### src/rtl/encoder_pkg.sv
// encoder_pkg: shared sizes and helpers for the four-to-two encoder slice.
package encoder_pkg;
    localparam int REQ_N = 4;
    localparam int CODE_W = 2;
    function automatic logic [2:0] popcount4(input logic [REQ_N-1:0] v);
        return {2'b0, v[0]} + {2'b0, v[1]} + {2'b0, v[2]} + {2'b0, v[3]};
    endfunction
endpackage

### src/rtl/rr_pick.sv
// rr_pick: picks the first asserted request searching upward from ptr, wrapping mod 4.
module rr_pick
    import encoder_pkg::*;
(
    input  logic [REQ_N-1:0]  req,
    input  logic [CODE_W-1:0] ptr,
    output logic [CODE_W-1:0] idx,
    output logic              any
);
    logic [2*REQ_N-1:0] dbl;
    logic [REQ_N-1:0] rot;
    logic [CODE_W-1:0] off;
    always_comb begin
        dbl = {req, req} >> ptr;
        rot = dbl[REQ_N-1:0];
        off = rot[0] ? 2'd0 : rot[1] ? 2'd1 : rot[2] ? 2'd2 : 2'd3;
        idx = ptr + off;
        any = |req;
    end
endmodule

### src/rtl/four_to_two_encoder.sv
// four_to_two_encoder: registered 4:2 priority encoder with valid/ready hand-off,
// optional rotating priority, one-shot grant and accepted-code counter.
module four_to_two_encoder
    import encoder_pkg::*;
#(
    parameter int ROUND_ROBIN = 1,
    parameter int CNT_W = 4
) (
    input  logic             clk,
    input  logic             rst,
    input  logic             D0,
    input  logic             D1,
    input  logic             D2,
    input  logic             D3,
    input  logic             READY,
    output logic             S0,
    output logic             S1,
    output logic             VALID,
    output logic             MULTI,
    output logic [REQ_N-1:0] GRANT,
    output logic [CNT_W-1:0] CNT
);
    logic [REQ_N-1:0] d;
    logic [CODE_W-1:0] ptr, pick_ptr, idx;
    logic any, open;
    always_comb begin
        d = {D3, D2, D1, D0};
        pick_ptr = (ROUND_ROBIN != 0) ? ptr : '0;
        open = !VALID || READY;
    end
    rr_pick u_pick (.req(d), .ptr(pick_ptr), .idx(idx), .any(any));
    // A full slot with READY low freezes everything except the grant pulse.
    always_ff @(posedge clk) begin
        if (rst) begin
            {S1, S0} <= '0;
            VALID <= 1'b0;
            MULTI <= 1'b0;
            GRANT <= '0;
            CNT <= '0;
            ptr <= '0;
        end else begin
            GRANT <= '0;
            if (VALID && READY) CNT <= CNT + 1'b1;
            if (open) begin
                if (any) begin
                    {S1, S0} <= idx;
                    VALID <= 1'b1;
                    MULTI <= popcount4(d) > 3'd1;
                    GRANT <= REQ_N'(1) << idx;
                    if (ROUND_ROBIN != 0) ptr <= idx + 2'd1;
                end else begin
                    VALID <= 1'b0;
                end
            end
        end
    end
endmodule

### config.mk
export PLATFORM = sky130hd
export DESIGN_NAME = four_to_two_encoder
export DESIGN_NICKNAME = d
export VERILOG_FILES = /design/src/rtl/encoder_pkg.sv /design/src/rtl/rr_pick.sv /design/src/rtl/four_to_two_encoder.sv
export SDC_FILE = /design/constraint.sdc
export NUM_CORES = 1
export LEC_CHECK = 0
export ABC_AREA = 1
export CORE_AREA = 2 2 45 47
export CTS_CLUSTER_DIAMETER = 40
export DETAILED_ROUTE_END_ITERATION = 10
export DIE_AREA = 0 0 47 49
export PLACE_DENSITY = 0.84
export SYNTH_ARGS = -nofsm -noshare
export SYNTH_HDL_FRONTEND = slang
export SYNTH_SLANG_ARGS = --single-unit
### constraint.sdc
create_clock -name clk -period 4.8 [get_ports clk]
set_input_delay 1.44 -clock clk [delete_from_list [all_inputs] [get_ports clk]]
set_output_delay 1.44 -clock clk [all_outputs]
set_load 0.05 [all_outputs]
==> flow_summary.ini <==
[critical_path]
crit_type = in -> reg
crit_start = D1
crit_slowest_cell = clkdlybuf4s50_1
path_depth = 12
cp.buffers_inverters = 4
cp_cell_sequence = clkdlybuf4s50_1 > inv_1 > nor2_1 > nor3_1 > o32ai_1 > ha_1 > inv_1 > nor2_1 > nand3_2 > nand3_1 > nand2_1 > inv_1
timing.critical_path.max_delay_family = buffers and inverters
crit_path_max_fanout = 3
start_kind = primary input
critPathCapture = pick_ptr[1]
crit_path_end_kind = flip-flop
r2r_slack_ns = 2.78
rr_startpoint = pick_ptr[0]
worst-endpoint-required_ns = 4.99
reg2regPathDepth = 13
cpPeakStageDelay_ns = 0.52
r2r_end = pick_ptr[1]
cpMostUsedCell = inv_1
crit_arrival_ns = 3.28

[global_route]
grt_pass1_wl_um = 2787
grt_pass1_vias = 668
grt.total_usage = 0.1707
overflow = 0
antenna_found_initial = 0
grt_max_degree = 10

[yosys]
postSynthCellCount = 108
syn_avg_cell_area_sq_um = 7.507
syn_area_sq_um = 810.8
ys_seq_area_frac = 0.3457
synth-seq-cells = 14
synthesis.nets = 119
yosysWarnings = 0
synthDistinctLibCells = 25

[cts]
hold_buffers = 0
insertion_delay_ns = 0.29
cts_root_buffer = clkbuf_4
cts-buffers-inserted = 3
cts_tree = done
ctsResizeCount = 0
htreeDepth = 1
clk_pin_slew_ns = 0.08
postCtsSetupRepairBufs = 0
cts.path.max_buffers = 2
clock-sinks = 14

[power_and_ir_drop]
p_total_mw = 0.5221
power_density_nw_per_um2 = 504.0
p_leak_nw = 0.4762
ir_worst_vdd_v = 0.0002386

[floorplan]
coreArea_sq_um = 1842
start_util = 0.4402
die-area_sq_um = 2303
placementRows = 16
die_y_um = 49
io_pins = 19
die_w_um = 47

[sta]
hold_violations = 0
slew_violations = 0
rsz0062_at_grt = false
fin_worst_skew_ns = 0.0009990
worst_pin_slew_ns = 0.5149
slew_headroom = 0.6556
finalSetupViolations = 0
setup-tns-final_ns = 0
max_freq_ghz = 0.3242
period_needed_ns = 3.085
fin_crit_sh = 0.6426

[layout]
nets = 141
area_growth_pct = 27.78
post-route-util = 0.5625
drive_gt1_frac = 0.1641
postLayoutCellArea_sq_um = 1036
fin_cells = 155
diodes = 0

[placed_design]
gp_congestion = 0.8247
dp_cells = 152
place_area_sq_um = 1013
io_buffers = 18
dp_hpwl_um = 1282

[drt]
drt-initial-drc-count = 13
wirelength_um = 1618
drtPass1Iterations = 4
vias = 743
drc = 0
wl_per_cell_um = 10.44
drtAntennaViolNets = 0
via_per_inst = 4.794

[run]
max-cap-violations = 0

[status]
status = completed

[hold_path]
whs_path_depth = 2
hp-class = reg -> reg
[worst min path at each step]
stage                 from        to  slack, ns
3_5_place_dp        CNT[2]    CNT[2]       0.47
5_1_grt                 S1        S1       0.51
2_1_floorplan  pick_ptr[0]  GRANT[2]       0.58
4_1_cts             CNT[2]    CNT[2]       0.49
3_3_place_gp        CNT[2]    CNT[2]       0.46
6_report            CNT[2]    CNT[2]       0.48
[cells in the mapped netlist (all sizes together)]
| library cell | count | area (sq um) |
|---|---|---|
| nand3b | 1 | 20.02 |
| a211oi | 1 | 7.510 |
| nor2 | 17 | 66.32 |
| o32ai | 1 | 8.760 |
| a21oi | 2 | 10.01 |
| nand2 | 22 | 105.1 |
| nor3 | 2 | 10.01 |
| o21bai | 1 | 11.26 |
| ha | 3 | 37.54 |
| inv | 18 | 70.07 |
| o21ai | 8 | 47.54 |
| xor2 | 1 | 8.760 |
| buf | 1 | 11.26 |
| nand3 | 14 | 90.09 |
| fa | 1 | 20.02 |
| nand4 | 1 | 6.260 |
| dfxtp | 14 | 280.3 |
[placed cells by master, fill, tap and decap left out, drive strengths merged]
| cell | Yosys | final |
|---|---|---|
| nand3 | 14 | 14 |
| a21oi | 2 | 2 |
| fa | 1 | 1 |
| inv | 18 | 18 |
| dfxtp | 14 | 14 |
| o21ai | 8 | 8 |
| nand4 | 1 | 1 |
| nor3 | 2 | 2 |
| nand3b | 1 | 1 |
| nor2 | 17 | 17 |
| o32ai | 1 | 1 |
| clkdlybuf4s50 | 0 | 18 |
| a211oi | 1 | 1 |
| nand2 | 22 | 22 |
| ha | 3 | 3 |
| o21bai | 1 | 1 |
| xor2 | 1 | 1 |
| clkbuf | 0 | 3 |
[power breakdown]
| group | internal [mW] | total (mW) | switching, mW |
|---|---|---|---|
| combinational | 0.102 | 0.289 | 0.187 |
| clock | 0.0292 | 0.0677 | 0.0384 |
| sequential | 0.142 | 0.165 | 0.0231 |
| total | 0.273 | 0.522 | 0.249 |
[through the flow]
step                      hold slack (ns)  worst slack (ns)
after detailed placement           0.4738             1.410
after global routing               0.5124             1.588
final                              0.4833             1.715
after global placement             0.4637             1.502
after floorplan                    0.5827             2.113
after CTS                          0.4853             1.715
[logic make-up (layout without fill, tap and decap cells)]
logic type / count (synthesis) / after routing / synth area share
XOR/XNOR: 1 / 1 / 0.01080
adder cells (fa/ha/maj): 4 / 4 / 0.07099
AND/OR/NAND/NOR: 57 / 57 / 0.3673
flip-flops: 14 / 14 / 0.3457
buffers and inverters: 19 / 39 / 0.1003
AO/OA/AOI/OAI: 13 / 13 / 0.1049
[worst register-to-register path, cell delays in order, from the launching register on]
cell and delay, ns:
dfxtp_1 0.55, inv_4 0.10, nand2_4 0.08, nand2_4 0.06, nand2_1 0.05, o21ai_0 0.07
o32ai_1 0.24, ha_1 0.31, inv_1 0.11, nor2_1 0.08, nand3_2 0.10, nand3_1 0.08
nand2_1 0.06, inv_1 0.04
[flip-flops by register name, summed over array words and instances, names as in the netlist]
| name | flops |
|---|---|
| VALID | 1 |
| CNT | 4 |
| S0 | 1 |
| MULTI | 1 |
| S1 | 1 |
| pick_ptr | 2 |
| GRANT | 4 |
[per-layer routing]
metal	global-route usage	vias to the layer above	share of wire
met3	0.05556	5	0.035
met5	0	-	0
met2	0.2694	18	0.49
li1	-	385	-
met1	0.1931	335	0.44
met4	0.09722	0	0.027
[final cells by class]
type,instances,area (sq um)
fillers,184,805.8
multi-input cells,75,449.2
flip-flops and latches,14,280.3
repair buffers,18,180.2
inverters,18,70.07
well taps,27,33.78
clock buffers,3,22.52
Note: power is estimated with default switching activity, not from simulation.
